$ cat src/rtl/clockworks_gen.sv
// Clock/reset infrastructure: reset-stretch sequencer, programmable tick divider and tick counter.
// Optional single-step tick mode is compiled in with CW_STEP_EN.
module clockworks_gen #(
    parameter int unsigned DIV_W       = 24,
    parameter int unsigned DIV_DEFAULT = 0,
    parameter int unsigned RST_CYCLES  = 16,
    parameter int unsigned CNT_W       = 32
) (
    input  logic             CLK,
    input  logic             RESET,
    input  logic             div_load,
    input  logic [DIV_W-1:0] div_value,
    input  logic             step_mode,
    input  logic             step_req,
    output logic             resetn,
    output logic             tick,
    output logic             slow_toggle,
    output logic [CNT_W-1:0] tick_count
);

    typedef enum logic [1:0] {StHold, StStretch, StRun} state_e;

    state_e            state_q;
    logic [15:0]       rst_cnt_q;
    logic [DIV_W-1:0]  div_reg_q;
    logic [DIV_W-1:0]  div_cnt_q;

    // resetn is set on the same edge that enters RUN so it rises on edge RST_CYCLES+1.
    always_ff @(posedge CLK) begin
        if (RESET) begin
            state_q   <= StHold;
            rst_cnt_q <= '0;
            resetn    <= 1'b0;
        end else begin
            unique case (state_q)
                StHold: begin
                    state_q   <= StStretch;
                    rst_cnt_q <= '0;
                    resetn    <= 1'b0;
                end
                StStretch: begin
                    if (rst_cnt_q == 16'(RST_CYCLES - 1)) begin
                        state_q <= StRun;
                        resetn  <= 1'b1;
                    end else begin
                        rst_cnt_q <= rst_cnt_q + 16'd1;
                        resetn    <= 1'b0;
                    end
                end
                StRun: begin
                    state_q <= StRun;
                    resetn  <= 1'b1;
                end
                default: begin
                    state_q <= StHold;
                    resetn  <= 1'b0;
                end
            endcase
        end
    end

`ifdef CW_STEP_EN
    logic step_q;

    always_ff @(posedge CLK) begin
        if (RESET) begin
            step_q <= 1'b0;
        end else begin
            step_q <= step_req;
        end
    end
`else
    logic unused_step;
    assign unused_step = step_mode ^ step_req;
`endif

    always_ff @(posedge CLK) begin
        if (RESET) begin
            div_reg_q   <= DIV_W'(DIV_DEFAULT);
            div_cnt_q   <= DIV_W'(DIV_DEFAULT);
            tick        <= 1'b0;
            slow_toggle <= 1'b0;
            tick_count  <= '0;
        end else if (div_load) begin
            // Loading restarts the phase: next tick comes div_value+1 cycles later.
            div_reg_q <= div_value;
            div_cnt_q <= div_value;
            tick      <= 1'b0;
        end else if (state_q != StRun) begin
            div_cnt_q <= div_reg_q;
            tick      <= 1'b0;
`ifdef CW_STEP_EN
        end else if (step_mode) begin
            div_cnt_q <= div_reg_q;
            if (step_req && !step_q) begin
                tick        <= 1'b1;
                slow_toggle <= ~slow_toggle;
                tick_count  <= tick_count + CNT_W'(1);
            end else begin
                tick <= 1'b0;
            end
`endif
        end else if (div_cnt_q == '0) begin
            div_cnt_q   <= div_reg_q;
            tick        <= 1'b1;
            slow_toggle <= ~slow_toggle;
            tick_count  <= tick_count + CNT_W'(1);
        end else begin
            div_cnt_q <= div_cnt_q - DIV_W'(1);
            tick      <= 1'b0;
        end
    end

endmodule

$ cat config.mk
export PLATFORM = sky130hd
export DESIGN_NAME = clockworks_gen
export DESIGN_NICKNAME = d
export VERILOG_FILES = /design/src/rtl/clockworks_gen.sv
export SDC_FILE = /design/constraint.sdc
export NUM_CORES = 1
export LEC_CHECK = 0
export BUFFER_PORTS_ARGS = -buffer_cell sky130_fd_sc_hd__buf_4
export CAP_MARGIN = 20
export CORE_MARGIN = 2
export CORE_UTILIZATION = 45
export CTS_BUF_LIST = sky130_fd_sc_hd__clkbuf_4 sky130_fd_sc_hd__clkbuf_8
export CTS_CLUSTER_SIZE = 14
export DETAILED_ROUTE_END_ITERATION = 8
export GPL_TIMING_DRIVEN = 0
export PLACE_DENSITY_LB_ADDON = 0.1
export SYNTH_ARGS = -nofsm -noshare
export SYNTH_HDL_FRONTEND = slang
export SYNTH_SLANG_ARGS = --single-unit
$ cat constraint.sdc
create_clock -name CLK -period 2.3 [get_ports CLK]
set_clock_uncertainty 0.2 [all_clocks]
set_input_delay 0.23 -clock CLK [delete_from_list [all_inputs] [get_ports CLK]]
set_output_delay 0.23 -clock CLK [all_outputs]
set_load 0.005 [all_outputs]
# Yosys cells after proc, flatten, opt, wreduce, memory -nomap -nowiden
# Cells that the tools add are included.
# Widths: inputs -> output; s select.
word_totals:
  reg_bits: 101
  input_bits: 29
  word_cells: 36
classes:
  addsub: 3
  eq_ne: 6
  muxes: 10
  n_bitwise: 3
  n_reduce_logical: 6
op_table:
  columns: ["cell", "count"]
  rows:
  - ["$mux 24", 3]
  - ["$add 32x1->32 const B", 1]
  - ["$pmux 16 s2", 1]
  - ["$logic_not 24->1", 1]
  - ["$sub 24x1->24 const B", 1]
  - ["$add 16x1->16 const B", 1]
  - ["$eq 16x4->1 const B", 1]
  - ["$mux 16", 1]
  - ["$ne 2x2->1 const B", 3]
  - ["$pmux 2 s3", 1]
  - ["$not 1->1", 3]
  - ["$reduce_and 3->1", 1]
  - ["$reduce_or 3->1", 1]
  - ["$eq 2x1->1 const B", 1]
  - ["$eq 2x2->1 const B", 1]
  - ["$logic_not 2->1", 1]
  - ["$mux 1", 2]
  - ["$mux 2", 1]
  - ["$pmux 1 s2", 1]
  - ["$reduce_and 2->1", 1]
  - ["$reduce_bool 2->1", 1]

# Longest topological paths before layout
# Gate-level depths: netlist of the first run.
depth:
  depth_word: 4
  depth_mapped: 9
  depth_no_buf: 7

# Worst setup path before layout of the first run
# Ideal clock, no wire load.
synth_path:
  path_type: "register to register"
  from: "register div_cnt_q[0]"
  to: "register div_cnt_q[7]"
  setup_time_ns: 0.122
  arrival_time_ns: 1.930
  path_slack_ns: 0.048
  stages_incl_launch_ff: 10
  period_less_slack_ns: 2.252
  path_cell_list: "dfxtp_1 > inv_1 > ha_1 > nor4b_2 > and3_1 > buf_4 > a21boi_1 > clkbuf_1 > nor3_1 > a311o_1"
synth_via:
  elab_chain_cells: 4
synth_lines:
  columns: ["item", "line_no", "source"]
  rows:
  - ["start, declared", "26", "logic [DIV_W-1:0] div_cnt_q;"]
  - ["start signal, assigned", "80", "div_cnt_q <= DIV_W'(DIV_DEFAULT);"]
  - ["start signal, assigned", "87", "div_cnt_q <= div_value;"]
  - ["start signal, assigned", "90", "div_cnt_q <= div_reg_q;"]
  - ["$sub 24x1->24 or $logic_not 24->1 (tied branches)", "109, 103", null]
  - ["$mux 24 (*)", "103", "end else if (div_cnt_q == '0) begin"]
  - ["$mux 24 (*)", "89", "end else if (state_q != StRun) begin"]
  - ["$mux 24 (*)", "84", "end else if (div_load) begin"]
# Mark *: on every way between the ends. The rest lies on a longest branch, timed or not.
# A chain may end at the register's enable or synchronous reset.

# Final worst setup path of the first run
layout_path:
  from: "register div_cnt_q[21]"
  to: "register tick_count[26]"
layout_via:
  elab_chain_cells: 2
layout_lines:
  columns: ["item", "line_no", "source"]
  rows:
  - ["$logic_not 24->1", "103", null]
  - ["$reduce_and 3->1 (no line)", null, null]
  - ["end signal, assigned", "107", "tick_count <= tick_count + CNT_W'(1);"]
  - ["end, declared", "18", "output logic [CNT_W-1:0] tick_count"]
# Every way passes these cells.

==> results.py, run 1 <==
metrics = {
    "place": {
        "dp_hpwl_um": 9010,
        "dp_slack_ns": -0.406,
        "gp_congestion": 0.844,
        "place.port_buffers": 60,
        "placed_cell_area_sq_um": 5560,
    },
    "clocking": {
        "cts_num_sinks": 101,
        "cts-root-buf": "clkbuf_8",
        "cts.htree.levels": 3,
        "clock_path_buffers": 2,
        "path_clk_slew_ns": 0.10,
        "worstSkewPairLatency_ns": 0.37,
        "cts_made_buffers": 9,
        "cts_tree": "done",
    },
    "die": {
        "fp.dieW_um": 109,
        "die_y_um": 109,
        "io_pins": 64,
        "core_area_sq_um": 10800,
        "dieArea_sq_um": 11800,
        "initial_core_util": 0.457,
        "rows": 38,
    },
    "worst_setup_path": {
        "worstPathRequired_ns": 2.40,
        "critPathMaxStageDelay_ns": 0.51,
        "critPathMaxFanout": 7,
        "crit_cells": 7,
        "cp_slowest_cell": "or4_4",
        "crit_chain": "nor3_2 -> and3_1 -> buf_6 -> nand3_4 -> buf_8 -> or4_4 -> a21oi_2",
        "critPathKind": "reg2reg",
        "r2r_cells": 7,
        "arrival_ns": 2.39,
        "critPathCaptureType": "register",
        "crit_family": "simple AND/OR/NAND/NOR gates",
        "cp-start-kind": "register",
        "crit_buf_inv": 2,
    },
    "layout": {
        "area_delta_synth_final_pct": 32.2,
        "layout-drive-gt1-share": 0.262,
        "fill_cells": 954,
        "nets": 730,
        "design_area_sq_um": 6530,
        "fin_util": 0.605,
        "n_antenna_cell": 0,
    },
    "timing": {
        "rsz0062_at_grt": "yes",
        "setup_viol": 0,
        "worstMarginPinSlew_ns": 0.772,
        "drv_slew": 0,
        "final.min_clock_period_ns": 2.29,
        "hold_violations": 0,
        "max_freq_mhz": 438,
        "fin_crit_sh": 0.994,
        "slew_headroom": 0.485,
        "setup_ws_ns": 0.0147,
    },
    "drt": {
        "wl_per_cell_um": 16.2,
        "drc": 0,
        "drt-initial-drc-count": 226,
        "first_pass_iters": 5,
        "routed_wl_um": 13600,
        "num_vias": 4787,
        "routed_via_density": 5.71,
        "ant_nets": 0,
    },
    "power": {
        "p_sw_w": 0.00151,
        "ir_drop_v": 0.000419,
        "p_sw_frac": 0.336,
        "power_frac_seq": 0.442,
        "p_comb_frac": 0.291,
        "clkPwrFrac": 0.267,
        "p_int_w": 0.00299,
        "power_density_nw_per_um2": 689,
        "p_leak_nw": 2.36,
    },
    "yosys": {
        "synth_seq_area_share": 0.410,
        "syn_inst": 578,
        "synth_seq_cells": 101,
        "syn_nets": 614,
        "async_flop_share": 0,
        "yosys-top-cells-count": "dfxtp_1 (101), nor2_1 (53), a21oi_1 (51), nand2_1 (46), xnor2_1 (28)",
        "synth_area_leaders": "dfxtp_1 (41%), a21oi_1 (5.2%), xnor2_1 (5.0%), nor2_1 (4.0%), nand2_1 (3.5%)",
        "yosysWarnings": 0,
        "ys.flop_type": "dfxtp_1",
        "syn_area_sq_um": 4940,
        "yosysMostFrequentCell": "dfxtp_1",
        "synth_enable_flop_cells": 0,
        "synth_top_area_frac": 0.410,
        "postSynthAreaPerCell_sq_um": 8.54,
        "synth_area_leader_cell": "dfxtp_1",
        "ys_types": 55,
    },
    "global_route": {
        "grt_pass1_wl_um": 21300,
        "grt_use_total": 0.228,
        "grt_overflow": 0,
        "grt_pass1_vias": 4372,
        "grt_max_degree": 16,
        "antenna_found_initial": 0,
    },
    "run": {
        "cap_violations": 0,
    },
    "worst_hold_path": {
        "hold_class": "in2reg",
        "hold_depth": 4,
    },
    "run_status": {
        "status": "complete, no violations",
    },
}
## tightest hold or removal path: cells and delay by family
kind / cells / cell delay (ns)
AOI/OAI and AO/OA: 1 / 0.05
buffers and inverters: 1 / 0.08
and+or+nand+nor: 2 / 0.28
## power by group through the flow
stage	Combinational (W)	Sequential [W]	Clock, W
global route	0.00142	0.00201	0.00130
finish	0.00131	0.00199	0.00120
global placement	0.00107	0.00200	0
floorplan	0.000784	0.00199	0
detailed placement	0.00109	0.00201	0
CTS	0.00124	0.00198	0.00124
## final timing paths
check,from,end,slack (ns)
hold / removal,div_value[3],div_reg_q[3],0.11
setup / recovery,div_cnt_q[21],tick_count[26],0.01
setup reg to reg,div_cnt_q[21],tick_count[26],0.01
hold reg to reg,div_reg_q[23],div_reg_q[23],0.27
## metal layers
layer / GRT usage / share of wire / up-vias
met2: 0.386 / 0.50 / 85
met4: 0.101 / 0.025 / 0
met5: 0 / 0 / -
met1: 0.291 / 0.44 / 2318
met3: 0.0287 / 0.032 / 21
li1: - / - / 2363
## state kept, by name, indices dropped and copies added (netlist names)
name,count
div_reg_q,24
tick,1
tick_count,32
rst_cnt_q,16
div_cnt_q,24
resetn,1
slow_toggle,1
state_q,2
## kinds of logic (layout without fill, tap and decap cells)
family	after synthesis	count (layout)	synth area share
multiplexers	12	12	0.0243
adder cells (fa/ha/maj)	7	7	0.0177
AND/OR/NAND/NOR	241	241	0.269
buffers and inverters	48	169	0.0426
AO/OA/AOI/OAI	132	132	0.171
flip-flops	101	101	0.410
XOR/XNOR	37	37	0.0657
## metrics by stage
step	hold WS, ns	setup TNS (ns)	power (W)	std cells
after floorplan	0.189	0	0.00277	578
after CTS	0.103	0	0.00446	823
after global placement	0.250	-10.20	0.00307	778
after global routing	0.169	-0.424	0.00473	839
after detailed placement	0.254	-10.31	0.00310	778
final	0.114	0	0.00450	839
## layout by cell type, fill, tap and decap left out, drive strengths merged, types with 2 or more instances in the layout
master         n
and3           7
nand3         27
o211ai         5
o221ai         8
clkinv         3
clkbuf        32
or4           16
ha             7
a211oi         6
o31ai         17
nor3b          2
inv           14
mux2i         12
nor3          18
dfxtp        101
xnor2         28
nor4          13
nor2          53
and4           7
a21o           2
a21oi         51
a31oi          3
nand4         17
dlygate4sd3   23
xor2           9
a2111oi        2
a21boi         5
or2            3
or3           24
o32ai          5
buf           96
o21ai         21
and2           2
nand4b         2
nand2         46
## layout make-up
type	instances	area (sq um)	area share
timing repair buffer	108	886	0.136
buffer	31	185	0.0284
inverter	14	55.1	0.00843
clock buffer	12	165	0.0253
clock inverter	4	45.0	0.00690
tap	140	175	0.0268
multi-input combinational	429	2960	0.453
sequential	101	2060	0.316
## repair_timing
item                                    CTS  global route
hold buffers                             23             0
endpoints found under the hold margin    34             0
setup buffers                             8            15
pin swaps                                 5            19
gates cloned                              0             2
endpoints found under the setup margin   60            46
resized for setup                        42            55
(Power assumes the default switching activity.)
==> inputs of run 2 (changes only) <==
- PLACE_DENSITY: unset -> 0.67
- PLACE_DENSITY_LB_ADDON: 0.1 -> unset
- clock period: 2.3 -> 2.9 ns (I/O delays scaled with it)
==> run 2 against run 1 <==
  * Critical path depth up 2
  * Via count fell by 3.9%
  * Hold slack worse by 0.10 ns
  * Wire length shrank 8.2%
  * Utilization down 6.3 points
  * Design area down 10%
  * First-iteration DRC count grew 17%
  * Worst setup slack improved by 0.18 ns
  * Final cell count shrank 4.6%
  * Register-to-register slack better by 0.18 ns
  * Maximum frequency fell by 15%
==> results.py, run 2 (synthesis gave the netlist of run 1 again) <==
metrics = {
    "worst_setup_path": {
        "cp_slowest_cell": "dfxtp_1",
        "arrival_ns": 2.79,
        "critPathMaxFanout": 10,
        "cp-start-kind": "register",
        "worstPathRequired_ns": 2.99,
        "critPathMaxStageDelay_ns": 0.40,
        "crit_chain": "inv_1 -> ha_1 -> nor4b_2 -> and3_1 -> buf_4 -> a21boi_1 -> clkbuf_1 -> nand2_1 -> o221ai_1",
        "critPathCaptureType": "register",
        "critPathKind": "reg2reg",
    },
    "die": {
        "initial_core_util": 0.457,
        "rows": 38,
        "dieArea_sq_um": 11800,
        "fp.dieW_um": 109,
        "io_pins": 64,
        "core_area_sq_um": 10800,
        "die_y_um": 109,
    },
    "layout": {
        "regMostFlops": "tick_count",
        "layout-drive-gt1-share": 0.148,
        "final_cells": 800,
        "area_delta_synth_final_pct": 18.6,
        "nets": 691,
        "final_common_cell": "dfxtp_1",
        "layout_common_cells": "dfxtp_1 (101), buf_4 (62), nor2_1 (53)",
        "fin_util": 0.542,
        "largest_reg_flops": 32,
        "reg_top3": "tick_count (32), div_cnt_q (24), div_reg_q (24)",
        "n_antenna_cell": 0,
    },
    "run_status": {
        "status": "complete, no violations",
    },
    "clocking": {
        "cts-root-buf": "clkbuf_8",
        "cts_tree": "done",
        "clock_path_buffers": 2,
        "cts_made_buffers": 9,
        "path_clk_slew_ns": 0.09,
        "worstSkewPairLatency_ns": 0.37,
        "cts_num_sinks": 101,
        "cts.htree.levels": 3,
    },
    "power": {
        "p_leak_nw": 2.10,
        "ir_drop_v": 0.000341,
        "power_density_nw_per_um2": 592,
    },
    "place": {
        "placed_cells": 778,
        "gp_congestion": 0.849,
        "dp_hpwl_um": 8940,
        "place.port_buffers": 60,
        "dp_slack_ns": 0.204,
    },
    "timing": {
        "final.min_clock_period_ns": 2.70,
        "max_freq_mhz": 370,
        "hold_violations": 0,
        "setup_ws_ns": 0.197,
        "drv_slew": 0,
        "slew_headroom": 0.341,
        "tns_ns": 0,
        "setup_viol": 0,
        "worstMarginPinSlew_ns": 0.987,
        "rsz0062_at_grt": "no",
        "fin_crit_sh": 0.932,
    },
    "drt": {
        "num_vias": 4601,
        "drc": 0,
        "ant_nets": 0,
        "routed_via_density": 5.75,
        "routed_wl_um": 12500,
        "drt-initial-drc-count": 265,
        "first_pass_iters": 4,
        "wl_per_cell_um": 15.6,
    },
    "global_route": {
        "grt_pass1_vias": 4228,
        "grt_use_total": 0.216,
        "grt_pass1_wl_um": 20300,
        "grt_max_degree": 16,
        "antenna_found_initial": 0,
        "grt_overflow": 0,
    },
    "run": {
        "cap_violations": 0,
    },
    "worst_hold_path": {
        "hold_class": "in2reg",
    },
}
==> run 2: cell types whose count changed in the layout (fill, tap and decap cells not counted), moves of 6 or more <==
| cell | delta |
|---|---|
| buf_4 | -23 |
| clkbuf_1 | +9 |
| dfxtp_1 | +19 |
| dfxtp_2 | -13 |
| dfxtp_4 | -6 |
| dlygate4sd3_1 | -17 |
| o31ai_1 | +7 |
==> run 2: per-layer routing <==
layer	share of wire	global-route usage	vias to the layer above
met5	0	0	-
met4	0.019	0.0833	0
met3	0.039	0.0257	17
met2	0.48	0.359	100
met1	0.46	0.287	2200
li1	-	-	2284
==> run 2: timing repair <==
item | CTS | global route
setup endpoints to repair | 0 | 1
hold endpoints to repair | 6 | 0
buffers inserted | 0 | 0
hold buffers | 6 | 0
gates resized for setup | 0 | 2
==> run 2: layout make-up <==
class / count / area [sq um]
timing repair buffer: 66 / 510
buffer: 34 / 159
fill: 1034 / 4940
clock buffer: 12 / 159
sequential: 101 / 2020
multi-input combinational: 429 / 2700
clock inverter: 4 / 70.1
tap: 140 / 175
inverter: 14 / 52.6
==> run 2: final timing paths <==
path            startpoint       endpoint  slack (ns)  cells after the start
min          div_value[21]  div_reg_q[21]        0.01                      3
min reg2reg  div_reg_q[12]  div_reg_q[12]        0.27                      2
max reg2reg   div_cnt_q[0]  div_cnt_q[21]        0.20                      9
max           div_cnt_q[0]  div_cnt_q[21]        0.20                      9
==> run 2: stage by stage <==
step / hold WS, ns / cell area, sq um / total power, W
after floorplan: 0.234 / 4940 / 0.00220
after global placement: 0.252 / 5560 / 0.00243
after detailed placement: 0.260 / 5560 / 0.00245
after CTS: 0.00352 / 5850 / 0.00347
after global routing: 0.0242 / 5850 / 0.00365
final: 0.0125 / 5850 / 0.00346
==> run 2: worst max-delay path: cells and delay by family, from the launching register on <==
kind / cells / cell delay [ns]
buffers and inverters: 3 / 0.61
AO/OA/AOI/OAI: 2 / 0.56
AND/OR/NAND/NOR: 3 / 0.65
adder cells (fa/ha/maj): 1 / 0.21
flip-flops: 1 / 0.40
==> run 2: power breakdown <==
| part | switching, W | internal (W) | leakage (nW) |
|---|---|---|---|
| Sequential | 0.0000886 | 0.00147 | 0.824 |
| Clock | 0.000486 | 0.000541 | 0.120 |
| Combinational | 0.000557 | 0.000316 | 1.15 |
| Total | 0.00113 | 0.00233 | 2.10 |
==> inputs of run 3 (changes only) <==
- CORE_MARGIN: 2 -> unset
- CORE_UTILIZATION: 45 -> 55
- PLACE_DENSITY: 0.67 -> 0.78
==> run 3 against run 2 <==
  * Utilization grew 12 points
  * Sequential power is essentially flat
  * Maximum frequency grew 0.87%
  * Worst setup slack gained 0.023 ns
  * First-iteration DRC count shrank 10%
  * Non-clock buffer count shrank 3
==> results.py, run 3 (synthesis gave the netlist of run 1 again) <==
metrics = {
    "run_status": {
        "status": "complete, no violations",
    },
    "layout": {
        "n_antenna_cell": 0,
        "reg_top3": "tick_count (32), div_cnt_q (24), div_reg_q (24)",
        "layout_common_cells": "dfxtp_1 (101), buf_4 (62), nor2_1 (53)",
        "area_delta_synth_final_pct": 17.5,
        "fin_util": 0.665,
        "final_common_cell": "dfxtp_1",
        "fill_cells": 717,
        "layout-drive-gt1-share": 0.149,
        "largest_reg_flops": 32,
        "nets": 688,
        "regMostFlops": "tick_count",
    },
    "timing": {
        "hold_violations": 0,
        "tns_ns": 0,
        "worstMarginPinSlew_ns": 1.01,
        "fin_crit_sh": 0.924,
        "rsz0062_at_grt": "no",
        "final.min_clock_period_ns": 2.68,
        "slew_headroom": 0.327,
        "setup_viol": 0,
        "drv_slew": 0,
        "max_freq_mhz": 373,
    },
    "clocking": {
        "cts.htree.levels": 3,
        "worstSkewPairLatency_ns": 0.36,
        "cts_num_sinks": 101,
        "cts_made_buffers": 9,
        "cts-root-buf": "clkbuf_8",
        "clock_path_buffers": 2,
        "cts_tree": "done",
        "path_clk_slew_ns": 0.10,
    },
    "drt": {
        "drc": 0,
        "num_vias": 4705,
        "routed_wl_um": 12800,
        "ant_nets": 0,
        "drt-initial-drc-count": 238,
        "routed_via_density": 6.15,
        "wl_per_cell_um": 16.7,
        "first_pass_iters": 5,
    },
    "global_route": {
        "grt_use_total": 0.271,
        "grt_pass1_wl_um": 21100,
        "grt_max_degree": 16,
        "antenna_found_initial": 0,
        "grt_pass1_vias": 4585,
        "grt_overflow": 0,
    },
    "place": {
        "place.port_buffers": 60,
        "dp_hpwl_um": 8910,
        "gp_congestion": 0.873,
    },
    "power": {
        "p_leak_nw": 2.09,
        "ir_drop_v": 0.000437,
        "power_density_nw_per_um2": 612,
    },
    "die": {
        "io_pins": 64,
        "fp.dieW_um": 96.7,
        "die_y_um": 96.7,
        "initial_core_util": 0.566,
        "rows": 34,
        "core_area_sq_um": 8720,
        "dieArea_sq_um": 9360,
    },
    "worst_setup_path": {
        "worstPathRequired_ns": 2.98,
        "cp-start-kind": "register",
        "arrival_ns": 2.76,
        "r2r_setup_slack_ns": 0.22,
        "critPathKind": "reg2reg",
        "critPathMaxFanout": 10,
        "critPathCaptureType": "register",
        "r2r_cells": 9,
    },
    "worst_hold_path": {
        "hold_class": "in2reg",
        "hold_depth": 3,
    },
    "run": {
        "cap_violations": 0,
    },
}
run 3: area by class of cell:
class | count | area (sq um) | area share
Clock buffer | 12 | 153 | 0.0263
Multi-Input combinational cell | 429 | 2700 | 0.466
Clock inverter | 4 | 95.1 | 0.0164
Timing Repair Buffer | 63 | 480 | 0.0828
Sequential cell | 101 | 2020 | 0.349
Inverter | 14 | 52.6 | 0.00906
Buffer | 34 | 159 | 0.0274
Tap cell | 108 | 135 | 0.0233
run 3: power breakdown:
group          switching, W  total (W)  leakage, nW  internal [W]
registers         0.0000955    0.00157        0.824       0.00147
clock network      0.000483    0.00110        0.127      0.000616
logic              0.000565   0.000879         1.14      0.000314
total               0.00114    0.00355         2.09       0.00240
run 3: path summary, 6_finish.rpt:
kind,startpoint,end
max,div_cnt_q[0],div_cnt_q[18]
min,div_value[12],div_reg_q[12]
max reg2reg,div_cnt_q[0],div_cnt_q[18]
min reg2reg,div_reg_q[23],div_reg_q[23]
run 3: through the flow:
| stage | hold slack, ns | std cells | setup slack (ns) | power, W | instance area [sq um] |
|---|---|---|---|---|---|
| floorplan | 0.234 | 578 | 0.648 | 0.00220 | 4940 |
| global placement | 0.249 | 746 | 0.272 | 0.00242 | 5520 |
| detailed placement | 0.251 | 746 | 0.177 | 0.00245 | 5520 |
| CTS | 0.000593 | 765 | 0.123 | 0.00354 | 5800 |
| global route | 0.0150 | 765 | 0.0148 | 0.00370 | 5800 |
| finish | 0.00237 | 765 | 0.221 | 0.00355 | 5800 |
run 3: timing repair:
item | CTS | global route
hold endpoints to repair | 3 | 0
endpoints found under the setup margin | 0 | 6
resized for setup | 0 | 2
buffers inserted | 0 | 0
hold buffers | 3 | 0
run 3: routing by layer:
metal | vias up | GRT usage | routed length [um]
met1 | 2229 | 0.335 | 5610
li1 | 2278 | - | -
met5 | - | 0 | 0
met3 | 27 | 0.0368 | 561
met4 | 0 | 0.117 | 322
met2 | 171 | 0.471 | 6280
run 3: worst max-delay path: stages, from the launching register on:
cell and delay (ns):
dfxtp_1 0.43, inv_1 0.09, ha_1 0.21, nor4b_2 0.18
and3_1 0.19, buf_4 0.15, a21boi_1 0.36, clkbuf_2 0.30
nand2_1 0.24, o221ai_1 0.24
